<file path="config.mk">
export PLATFORM = sky130hd
export DESIGN_NAME = rps_match_scorer
export DESIGN_NICKNAME = d
export VERILOG_FILES = /design/src/rtl/rps_pkg.sv /design/src/rtl/rps_sat_counter.sv /design/src/rtl/rps_match_scorer.sv
export SDC_FILE = /design/constraint.sdc
export NUM_CORES = 1
export LEC_CHECK = 0
export BUFFER_PORTS_ARGS = -buffer_cell sky130_fd_sc_hd__buf_2
export CAP_MARGIN = 20
export CORE_MARGIN = 2
export CORE_UTILIZATION = 46
export CTS_CLUSTER_SIZE = 24
export DETAILED_ROUTE_END_ITERATION = 16
export PLACE_DENSITY = 0.8
export SYNTH_ARGS = -nofsm -noshare
export SYNTH_HDL_FRONTEND = slang
export SYNTH_SLANG_ARGS = --single-unit
</file>
<file path="constraint.sdc">
create_clock -name clk -period 1.35 [get_ports clk]
set_input_delay 0 -clock clk [delete_from_list [all_inputs] [get_ports clk]]
set_output_delay 0 -clock clk [all_outputs]
set_load 0.01 [all_outputs]
</file>
<file path="src/rtl/rps_pkg.sv">
// Shared definitions for the rock-paper-scissors match scorer:
// round/winner result codes and FSM state encodings.
package rps_pkg;

    // Round outcome codes on round_result; P1/P2 double as match_winner codes.
    localparam logic [1:0] TIE      = 2'b00;
    localparam logic [1:0] P1       = 2'b01;
    localparam logic [1:0] P2       = 2'b10;
    localparam logic [1:0] INVALID  = 2'b11;

    // match_winner value for "draw or no result yet".
    localparam logic [1:0] WIN_NONE = 2'b00;

    // Match FSM state type, kept as plain constants for legacy tool flows.
    typedef logic [1:0] state_t;
    localparam state_t IDLE = 2'd0;
    localparam state_t PLAY = 2'd1;
    localparam state_t DONE = 2'd2;

endpackage

</file>
<file path="src/rtl/rps_sat_counter.sv">
// Saturating up-counter with synchronous clear. Clear wins over increment;
// the count sticks at all-ones instead of wrapping.
module rps_sat_counter #(
    parameter int WIDTH = 4
) (
    input  logic             clk,
    input  logic             rst,
    input  logic             clr,
    input  logic             inc,
    output logic [WIDTH-1:0] count
);

    logic [WIDTH-1:0] count_q;
    logic [WIDTH-1:0] count_d;

    // Next count: clear, else increment unless already saturated.
    always_comb begin
        count_d = count_q;
        if (clr) begin
            count_d = '0;
        end else if (inc && (count_q != {WIDTH{1'b1}})) begin
            count_d = count_q + 1'b1;
        end
    end

    // Count register with synchronous reset.
    always_ff @(posedge clk) begin
        if (rst) begin
            count_q <= '0;
        end else begin
            count_q <= count_d;
        end
    end

    assign count = count_q;

endmodule

</file>
<file path="src/rtl/rps_match_scorer.sv">
// Rock-paper-scissors match scorer: tracks round wins, ties and invalid
// rounds, and declares the match winner at WIN_TARGET round wins.
// Optional feature macro RPS_TIE_LIMIT_EN: when defined, TIE_LIMIT
// consecutive ties end the match as a draw; when undefined, no tie-streak
// counter exists and ties never end a match.
module rps_match_scorer
    import rps_pkg::*;
#(
    parameter int WIN_TARGET = 3,
    parameter int TIE_LIMIT  = 4
) (
    input  logic       clk,
    input  logic       rst,
    input  logic       new_match,
    input  logic       round_valid,
    input  logic [1:0] round_result,
    output logic       round_ready,
    output logic [2:0] score_p1,
    output logic [2:0] score_p2,
    output logic [3:0] tie_cnt,
    output logic [3:0] invalid_cnt,
    output logic       match_done,
    output logic [1:0] match_winner
);

    localparam logic [2:0] WIN_SCORE = 3'(WIN_TARGET);

    // Reject parameter values outside the encodable ranges at elaboration.
    if (WIN_TARGET < 1 || WIN_TARGET > 7 || TIE_LIMIT < 1 || TIE_LIMIT > 15) begin : g_param_check
        $error("rps_match_scorer: WIN_TARGET must be 1..7 and TIE_LIMIT 1..15");
    end

    state_t     state_q, state_d;
    logic [2:0] score_p1_q, score_p1_d;
    logic [2:0] score_p2_q, score_p2_d;
    logic [1:0] winner_q, winner_d;

    logic accept;
    logic is_tie, is_p1, is_p2, is_invalid;
    logic tie_limit_hit;

    // A round is taken only while playing, and a same-cycle restart discards it.
    assign round_ready = (state_q == PLAY);
    assign accept      = round_ready && round_valid && !new_match;
    assign is_tie      = accept && (round_result == TIE);
    assign is_p1       = accept && (round_result == P1);
    assign is_p2       = accept && (round_result == P2);
    assign is_invalid  = accept && (round_result == INVALID);

    rps_sat_counter #(.WIDTH(4)) u_tie_cnt (
        .clk   (clk),
        .rst   (rst),
        .clr   (new_match),
        .inc   (is_tie),
        .count (tie_cnt)
    );

    rps_sat_counter #(.WIDTH(4)) u_invalid_cnt (
        .clk   (clk),
        .rst   (rst),
        .clr   (new_match),
        .inc   (is_invalid),
        .count (invalid_cnt)
    );

`ifdef RPS_TIE_LIMIT_EN
    logic [3:0] tie_streak;

    // Decisive rounds break the streak; invalid rounds leave it alone.
    rps_sat_counter #(.WIDTH(4)) u_tie_streak (
        .clk   (clk),
        .rst   (rst),
        .clr   (new_match || is_p1 || is_p2),
        .inc   (is_tie),
        .count (tie_streak)
    );

    // The tie being accepted now is the one that reaches the limit.
    assign tie_limit_hit = is_tie && (tie_streak == 4'(TIE_LIMIT - 1));
`else
    assign tie_limit_hit = 1'b0;
`endif

    // Next-state and score update; restart outranks any round outcome.
    always_comb begin
        state_d    = state_q;
        score_p1_d = score_p1_q;
        score_p2_d = score_p2_q;
        winner_d   = winner_q;
        if (new_match) begin
            state_d    = PLAY;
            score_p1_d = '0;
            score_p2_d = '0;
            winner_d   = WIN_NONE;
        end else if (is_p1) begin
            score_p1_d = score_p1_q + 3'd1;
            if (score_p1_d == WIN_SCORE) begin
                state_d  = DONE;
                winner_d = P1;
            end
        end else if (is_p2) begin
            score_p2_d = score_p2_q + 3'd1;
            if (score_p2_d == WIN_SCORE) begin
                state_d  = DONE;
                winner_d = P2;
            end
        end else if (tie_limit_hit) begin
            state_d  = DONE;
            winner_d = WIN_NONE;
        end
    end

    // State, score and winner registers with synchronous reset.
    always_ff @(posedge clk) begin
        if (rst) begin
            state_q    <= IDLE;
            score_p1_q <= '0;
            score_p2_q <= '0;
            winner_q   <= WIN_NONE;
        end else begin
            state_q    <= state_d;
            score_p1_q <= score_p1_d;
            score_p2_q <= score_p2_d;
            winner_q   <= winner_d;
        end
    end

    assign score_p1     = score_p1_q;
    assign score_p2     = score_p2_q;
    assign match_done   = (state_q == DONE);
    assign match_winner = winner_q;

endmodule

</file>
==> results of run 1 <==
[sequential cells by signal, indices dropped and copies added, names as in the netlist]
| register | flops |
|---|---|
| u_tie_cnt.count | 4 |
| score_p2 | 3 |
| match_winner | 2 |
| state_q | 2 |
| score_p1 | 3 |
| u_invalid_cnt.count | 4 |
[area by class of cell]
cell class                 count  area, µm²  area share
multi-input combinational     79        702       0.492
tap                           27       33.8      0.0237
clock buffer                   4       36.3      0.0254
sequential                    18        367       0.257
inverter                       7       26.3      0.0184
timing repair buffer          42        262       0.183
[per-layer routing]
layer,global-route usage,vias up,part of all wire
li1,-,500,-
met2,0.362,48,0.52
met3,0.0417,13,0.058
met5,0,-,0
met1,0.272,510,0.38
met4,0.153,0,0.047
[logic make-up after synthesis]
| family | after synthesis |
|---|---|
| xor gates and xnor gates | 2 |
| DFF | 18 |
| buffers and inverters | 12 |
| and+or+nand+nor | 40 |
| AOI/OAI and AO/OA | 25 |
| adders and majority gates | 6 |
| muxes | 4 |
[path summary, 6_finish.rpt]
path	endpoint	slack, ns	cells after the start
setup / recovery	u_invalid_cnt.count[0]$_SDFFE_PP0P_	-0.04	3
hold / removal	u_invalid_cnt.count[3]$_SDFFE_PP0P_	0.04	3
setup reg to reg	u_invalid_cnt.count[0]$_SDFFE_PP0P_	-0.04	3
hold reg to reg	match_winner[0]$_SDFFE_PP0P_	0.50	2
[critical path, stage by stage (launching register included)]
cell       delay, ns
dfxtp_2         0.45
nand4bb_4       0.19
or4_1           0.53
a21oi_1         0.15
[power breakdown]
group	internal [mW]	switching, mW
Clock	0.165	0.180
Combinational	0.0494	0.0673
Sequential	0.534	0.00686
[through the flow]
stage,cell area [µm²],setup slack [ns],utilization,cells,hold WS (ns)
after global placement,1250,-0.0222,0.623,168,0.353
after CTS,1360,-0.0245,0.678,176,0.0302
final,1430,-0.0371,0.713,177,0.0360
after floorplan,1010,-0.0214,-,107,0.175
after detailed placement,1250,-0.0793,0.623,168,0.362
after global routing,1430,-0.0909,0.713,177,0.0384
[placed cells by master, fill, tap and decap left out, types with 3 or more instances in the layout]
master,synthesis,layout
buf_2,2,23
buf_4,1,18
dfxtp_1,18,13
nand2_1,9,8
inv_1,7,7
a21oi_1,8,7
dfxtp_2,0,5
mux2i_1,4,4
o31ai_1,5,4
nor2b_1,3,3
or3_1,3,3
nand4_1,3,3
or4_1,4,3
ha_1,6,3
clkbuf_4,0,3
[timing repair]
action / CTS / global route
pin swaps: 3 / 7
gates resized for setup: 8 / 12
buffers inserted: 3 / 0
gates cloned: 1 / 1
endpoints found under the setup margin: 8 / 14
==> summary.txt, run 1 <==
status = complete, but fails checks
failing checks = setup timing
GPL Wtd Cong = 0.880
Tmin final = 1.39 ns
first-pass GRT wire length = 4240 µm
Pins Over Slew Limit = 0
adder-cell share of the synthesized area = 0.0755
standard-cell rows = 16
part of the cycle the worst path needs = 1.03
Fin Setup TNS = -0.126 ns
post-layout worst setup margin = -0.0371 ns
Worst EP required = 1.59 ns
leading register cell type out of synthesis = dfxtp_1
HPWL after DPL = 1800 µm
VDD IR max = 473 µV
async set or reset register ratio after synthesis = 0
Mapped Area = 995 µm²
Core Footprint = 0.00200 mm²
mux share of post-synthesis cell area = 0.0403
ranking of synthesized cells by area = dfxtp_1 (36%), ha_1 (7.5%), a21oi_1 (4.0%)
root buffer cell = clkbuf_4
Die Height = 50.5 µm
Max FO, Critical Path = 7
Post-Synth XOR/XNOR Area = 0.0176
#FFs+latches synth = 18
Slew @ Worst Pin = 0.304 ns
reg2reg start = state_q[0]$_SDFFE_PP0P_
final hold vios = 0
Synth top cells by count = dfxtp_1 (18), nand2_1 (9), a21oi_1 (8), inv_1 (7), ha_1 (6)
Routed wire per std cell = 16.6 µm
total wire length = 2930 µm
# IOs = 24
Synth warnings = 0
clk slew on worst S/H paths = 0.11 ns
total CTS buffers = 3
simple-gate share of the synthesized area = 0.270
Rel. slew slack = 0.796
hold buffer count at CTS = 0
P_leak = 0.574 nW
post-synth top area share = 0.362
cells after synthesis = 107
number of synthesized flops with an enable pin = 0
power consumption = 1.00 mW
DRC Markers = 0
share of cells above drive strength 1 = 0.467
Die ar. = 0.00255 mm²
CTS tree = built
post-synthesis compound-gate area fraction = 0.175
CP startpoint kind = register
post-synth top area cell = dfxtp_1
Data arrival, critical path = 1.63 ns
main combinational cell family by area after synthesis = simple AND/OR/NAND/NOR gates
final setup vio count = 6
GRT Residual Overflow = 0
final antenna-violating net count = 0
Power Density = 703 mW/mm²
top-count cell post-synth = dfxtp_1
CTS Sinks = 18
Worst Hold Class = input pin to register
Mean Syn Cell Area = 9.30 µm²
GRT Util Overall = 0.226
CP Capture Type = register
CP startpoint = state_q[0]$_SDFFE_PP0P_
Avg Vias per Cell = 6.05
initial antenna violation count = 0
RSZ-0062 raised after global routing = true
largest net degree at the start of global routing = 12
skew final = 0.00231 ns
Final #Nets = 163
floorplan die width = 50.5 µm
max cap viols = 0
number of distinct library cells after synthesis = 38
WS Path Type = register to register
clk_lat worst skew = 0.30 ns
fillers = 148
Syn-to-layout area delta = 43.4%
Initial Util = 0.497
Mapped Nets = 119
fmax = 0.721 GHz
vias in the first global route = 940
H-tree lvl count = 1
vias = 1071
DRT Pass-1 Iters = 4
clk buf depth = 2
hold_sp = rst
diode count = 0
Iter 0 DRT Violations = 26
Buffers on Ports = 23
Seq/Total Area, Yosys = 0.362
No activity file was read; power rests on OpenSTA's default activity.
==> run 2, diff against run 1 <==
Settings changed: CORE_UTILIZATION 46 to 45, PLACE_DENSITY 0.8 to 0.79.
==> run 2 against run 1 <==
  * The flow still finishes with violations (setup timing)
  * Worst setup slack worse by 0.0028 ns
  * Combinational power is 3% lower
  * Clock skew is 0.0029 ns higher
  * First-iteration DRC count is 54% higher
  * Clock-buffer cell count stayed put
  * Utilization is 3.7 points lower
  * Routed wire length is 10% lower
  * Critical path type unchanged
  * Critical endpoint is now u_tie_cnt.count[0]$_SDFFE_PP0P_
  * Largest power group unchanged
==> summary.txt, run 2 (synthesis gave the netlist of run 1 again) <==
standard-cell rows = 17
root buffer cell = clkbuf_4
fmax = 0.719 GHz
Power Density = 683 mW/mm²
Syn-to-layout area delta = 45.8%
largest net degree at the start of global routing = 12
Worst Hold Class = input pin to register
fin util = 0.675
fin cells = 176
setup slack at placement = -0.0407 ns
Comb power frac = 0.114
share of cells above drive strength 1 = 0.520
grt met1 use = 0.232
P_leak = 0.563 nW
net switching power = 245 µW
part of the cycle the worst path needs = 1.03
commonest non-fill, non-tap cell in the layout = buf_2
GPL Wtd Cong = 0.820
CP startpoint = u_tie_cnt.count[0]$_SDFFE_PP0P_
power consumption = 991 µW
Final #Nets = 161
Buffers on Ports = 23
total wire length = 2640 µm
Pins Over Slew Limit = 0
Tmin final = 1.39 ns
Sw Ratio = 0.247
Avg Vias per Cell = 5.59
Rel. slew slack = 0.786
CTS Sinks = 18
Int Power = 746 µW
vias = 983
GRT Util Overall = 0.181
H-tree lvl count = 1
max cap viols = 0
status = complete, but fails checks
reg2reg setup slack = -0.04 ns
Data arrival, critical path = 1.62 ns
GRT Residual Overflow = 0
RSZ-0062 raised after global routing = true
Placed Instances = 168
CP Capture Type = register
clock power share = 0.340
grt peak-use layer = met2
Die ar. = 0.00260 mm²
most frequent cells in the layout = buf_2 (23), buf_4 (18), dfxtp_2 (10)
final hold vios = 0
Max FO, Critical Path = 4
HPWL after DPL = 1670 µm
initial antenna violation count = 0
GR Util met2 = 0.305
CP startpoint kind = register
first-pass GRT wire length = 3570 µm
clk slew on worst S/H paths = 0.11 ns
DRT Pass-1 Iters = 4
Initial Util = 0.463
WS Path Type = register to register
Die Height = 51.0 µm
clk buf depth = 2
Routed wire per std cell = 15.0 µm
final antenna-violating net count = 0
Core Footprint = 0.00215 mm²
floorplan die width = 51.0 µm
skew final = 0.00519 ns
total CTS buffers = 3
VDD IR max = 410 µV
Iter 0 DRT Violations = 40
sequential share of power = 0.546
hold_sp = rst
clk_lat worst skew = 0.29 ns
reg2reg start = u_tie_cnt.count[0]$_SDFFE_PP0P_
diode count = 0
final setup vio count = 2
vias in the first global route = 841
CTS tree = built
Fin Setup TNS = -0.0452 ns
Slew @ Worst Pin = 0.317 ns
DRC Markers = 0
# IOs = 24
post-layout worst setup margin = -0.0399 ns
failing checks = setup timing
Worst EP required = 1.58 ns
global routing usage on met3 = 0.0175
-- run 2: repair_timing --
| action | in CTS | in global routing |
|---|---|---|
| resized for setup | 4 | 26 |
| gates cloned | 0 | 1 |
| hold buffers | 0 | 0 |
| setup buffers | 1 | 2 |
| setup endpoints to repair | 8 | 10 |
| endpoints found under the hold margin | 0 | 0 |
| pin swaps | 2 | 4 |
-- run 2: final cells by class --
| cell class | instances | area [µm²] |
|---|---|---|
| Tap cell | 28 | 35.0 |
| Timing Repair Buffer | 41 | 250 |
| Multi-Input combinational cell | 78 | 729 |
| Clock buffer | 4 | 36.3 |
| Inverter | 7 | 26.3 |
| Sequential cell | 18 | 373 |
| Fill cell | 162 | 698 |
-- run 2: layer usage --
metal  wire length, µm  share of wire
met4                36          0.014
met2              1340           0.51
met5                 0              0
met3                99          0.038
met1              1160           0.44
-- run 2: final timing paths --
path / endpoint / cells after the start
worst max-delay path: u_tie_cnt.count[0]$_SDFFE_PP0P_ / 4
worst min-delay path: state_q[0]$_SDFFE_PP0P_ / 3
worst max register to register: u_tie_cnt.count[0]$_SDFFE_PP0P_ / 4
worst min register to register: match_winner[0]$_SDFFE_PP0P_ / 2
-- run 2: worst max-delay path: stages, from the launching register on --
cell and delay [ns]:
dfxtp_2 0.35, ha_4 0.17, a31o_4 0.23, or4_4 0.42, a21oi_2 0.15
-- run 2: power by group through the flow --
stage	sequential [mW]	clock (mW)	combinational, mW
2_1_floorplan	0.551	0	0.0538
3_3_place_gp	0.550	0	0.0867
3_5_place_dp	0.550	0	0.0888
4_1_cts	0.538	0.346	0.0930
5_1_grt	0.541	0.370	0.121
6_report	0.541	0.337	0.113
-- run 2: through the flow --
step	hold slack (ns)	area [µm²]
after floorplan	0.175	1010
after global placement	0.354	1240
after detailed placement	0.363	1240
after CTS	0.0304	1310
after global routing	0.0666	1450
final	0.0384	1450
==> run 3, diff against run 2 <==
Settings changed: SKIP_CTS_REPAIR_TIMING set to 1.
==> run 3 against run 2 <==
  * The run still ends with setup timing left
  * Design area fell by 3.4%
  * Worst setup slack improved by 0.0066 ns
  * Critical path depth did not move
  * Cell count fell by 0.57%
  * Critical endpoint is now u_invalid_cnt.count[2]$_SDFFE_PP0P_
==> summary.txt, run 3 (synthesis gave the netlist of run 1 again) <==
floorplan die width = 51.0 µm
Iter 0 DRT Violations = 18
standard-cell rows = 17
VDD IR max = 412 µV
Syn-to-layout area delta = 40.9%
Final #Nets = 160
largest net degree at the start of global routing = 12
Slew @ Worst Pin = 0.322 ns
max cap viols = 0
Power Density = 708 mW/mm²
reg2reg setup slack = -0.03 ns
commonest non-fill, non-tap cell in the layout = buf_2
Tmin final = 1.38 ns
WHS Path Cells = 3
fillers = 179
DRT Pass-1 Iters = 6
Max FO, Critical Path = 6
share of cells above drive strength 1 = 0.497
CP Capture Type = register
GPL Wtd Cong = 0.820
reg2reg start = state_q[0]$_SDFFE_PP0P_
vias in the first global route = 836
fmax = 0.723 GHz
diode count = 0
# IOs = 24
post-layout worst setup margin = -0.0333 ns
H-tree lvl count = 1
CP Buf/Inv Count = 1
skew final = 0.00730 ns
P_leak = 0.553 nW
GRT Residual Overflow = 0
Buffers on Ports = 23
part of the cycle the worst path needs = 1.02
Avg Vias per Cell = 5.62
final antenna-violating net count = 0
max incr delay on CP = 0.43 ns
Routed wire per std cell = 14.4 µm
HPWL after DPL = 1670 µm
first-pass GRT wire length = 3490 µm
Worst Hold Class = input pin to register
Multi-input gate area = 689 µm²
vias = 983
Pins Over Slew Limit = 0
Data arrival, critical path = 1.62 ns
status = complete, but fails checks
reg2reg path depth = 4
Core Footprint = 0.00215 mm²
worst flop-to-flop path endpoint = u_invalid_cnt.count[2]$_SDFFE_PP0P_
CTS Sinks = 18
crit-path cells = nand4bb_4 > buf_4 > nor4b_2 > mux2i_1
total CTS buffers = 3
clk_lat worst skew = 0.30 ns
initial antenna violation count = 0
total wire length = 2530 µm
Initial Util = 0.463
Fin Setup TNS = -0.0568 ns
Crit path max-delay family = simple AND/OR/NAND/NOR gates
DRC Markers = 0
Die Height = 51.0 µm
most frequent cells in the layout = buf_2 (23), buf_4 (17), nand2_1 (9), dfxtp_1 (9), dfxtp_2 (9)
Die ar. = 0.00260 mm²
power consumption = 992 µW
Worst EP required = 1.59 ns
CP max-delay cell = dfxtp_2
RSZ-0062 raised after global routing = true
CTS tree = built
CP startpoint = state_q[0]$_SDFFE_PP0P_
clk slew on worst S/H paths = 0.11 ns
final hold vios = 0
GRT Util Overall = 0.176
Reg area = 372 µm²
root buffer cell = clkbuf_4
Hold Path End = state_q[0]$_SDFFE_PP0P_
Rel. slew slack = 0.785
CP startpoint kind = register
WS Path Type = register to register
clk buf depth = 2
final setup vio count = 3
hold_sp = rst
failing checks = setup timing
[run 3: changes by cell type in the layout (fill, tap and decap cells not counted), sizes merged]
cell,before,now
buf,41,40
[run 3: stage by stage]
stage	util	setup slack, ns	instances	hold WS [ns]	area [µm²]
final	0.652	-0.0333	175	0.0275	1400
after global routing	0.652	-0.0609	175	0.0709	1400
after CTS	0.594	-0.0950	172	0.0376	1280
after detailed placement	0.577	-0.0407	168	0.363	1240
after global placement	0.577	-0.0223	168	0.354	1240
after floorplan	-	-0.0214	107	0.175	1010
[run 3: worst max-delay path by stage]
stage | end | slack, ns | depth (start not counted)
CTS | u_tie_cnt.count[2]$_SDFFE_PP0P_ | -0.09 | 4
global route | u_tie_cnt.count[0]$_SDFFE_PP0P_ | -0.06 | 4
detailed placement | u_tie_cnt.count[2]$_SDFFE_PP0P_ | -0.04 | 4
global placement | u_tie_cnt.count[2]$_SDFFE_PP0P_ | -0.02 | 4
floorplan | u_tie_cnt.count[0]$_SDFFE_PP0P_ | -0.02 | 4
finish | u_invalid_cnt.count[2]$_SDFFE_PP0P_ | -0.03 | 4
[run 3: final cells by class]
class,instances,share of cell area
Clock buffer,4,0.0259
Multi-Input combinational cell,78,0.492
Inverter,7,0.0188
Tap cell,28,0.0250
Sequential cell,18,0.265
Timing Repair Buffer,40,0.173
[run 3: worst min-delay path, stage by stage]
cell and delay (ns):
buf_2 0.13, inv_1 0.05, o2111a_1 0.12
[run 3: metal layers]
layer	vias up	routed length, µm	GRT usage
li1	493	-	-
met1	461	1170	0.224
met2	21	1240	0.299
met3	8	69	0.0175
met4	0	48	0.0811
met5	-	0	0
[run 3: power breakdown]
group / switching (mW) / leakage (nW) / internal [mW] / total, mW
Combinational: 0.0625 / 0.382 / 0.0455 / 0.108
Sequential: 0.00572 / 0.150 / 0.534 / 0.540
Clock: 0.180 / 0.0210 / 0.165 / 0.344
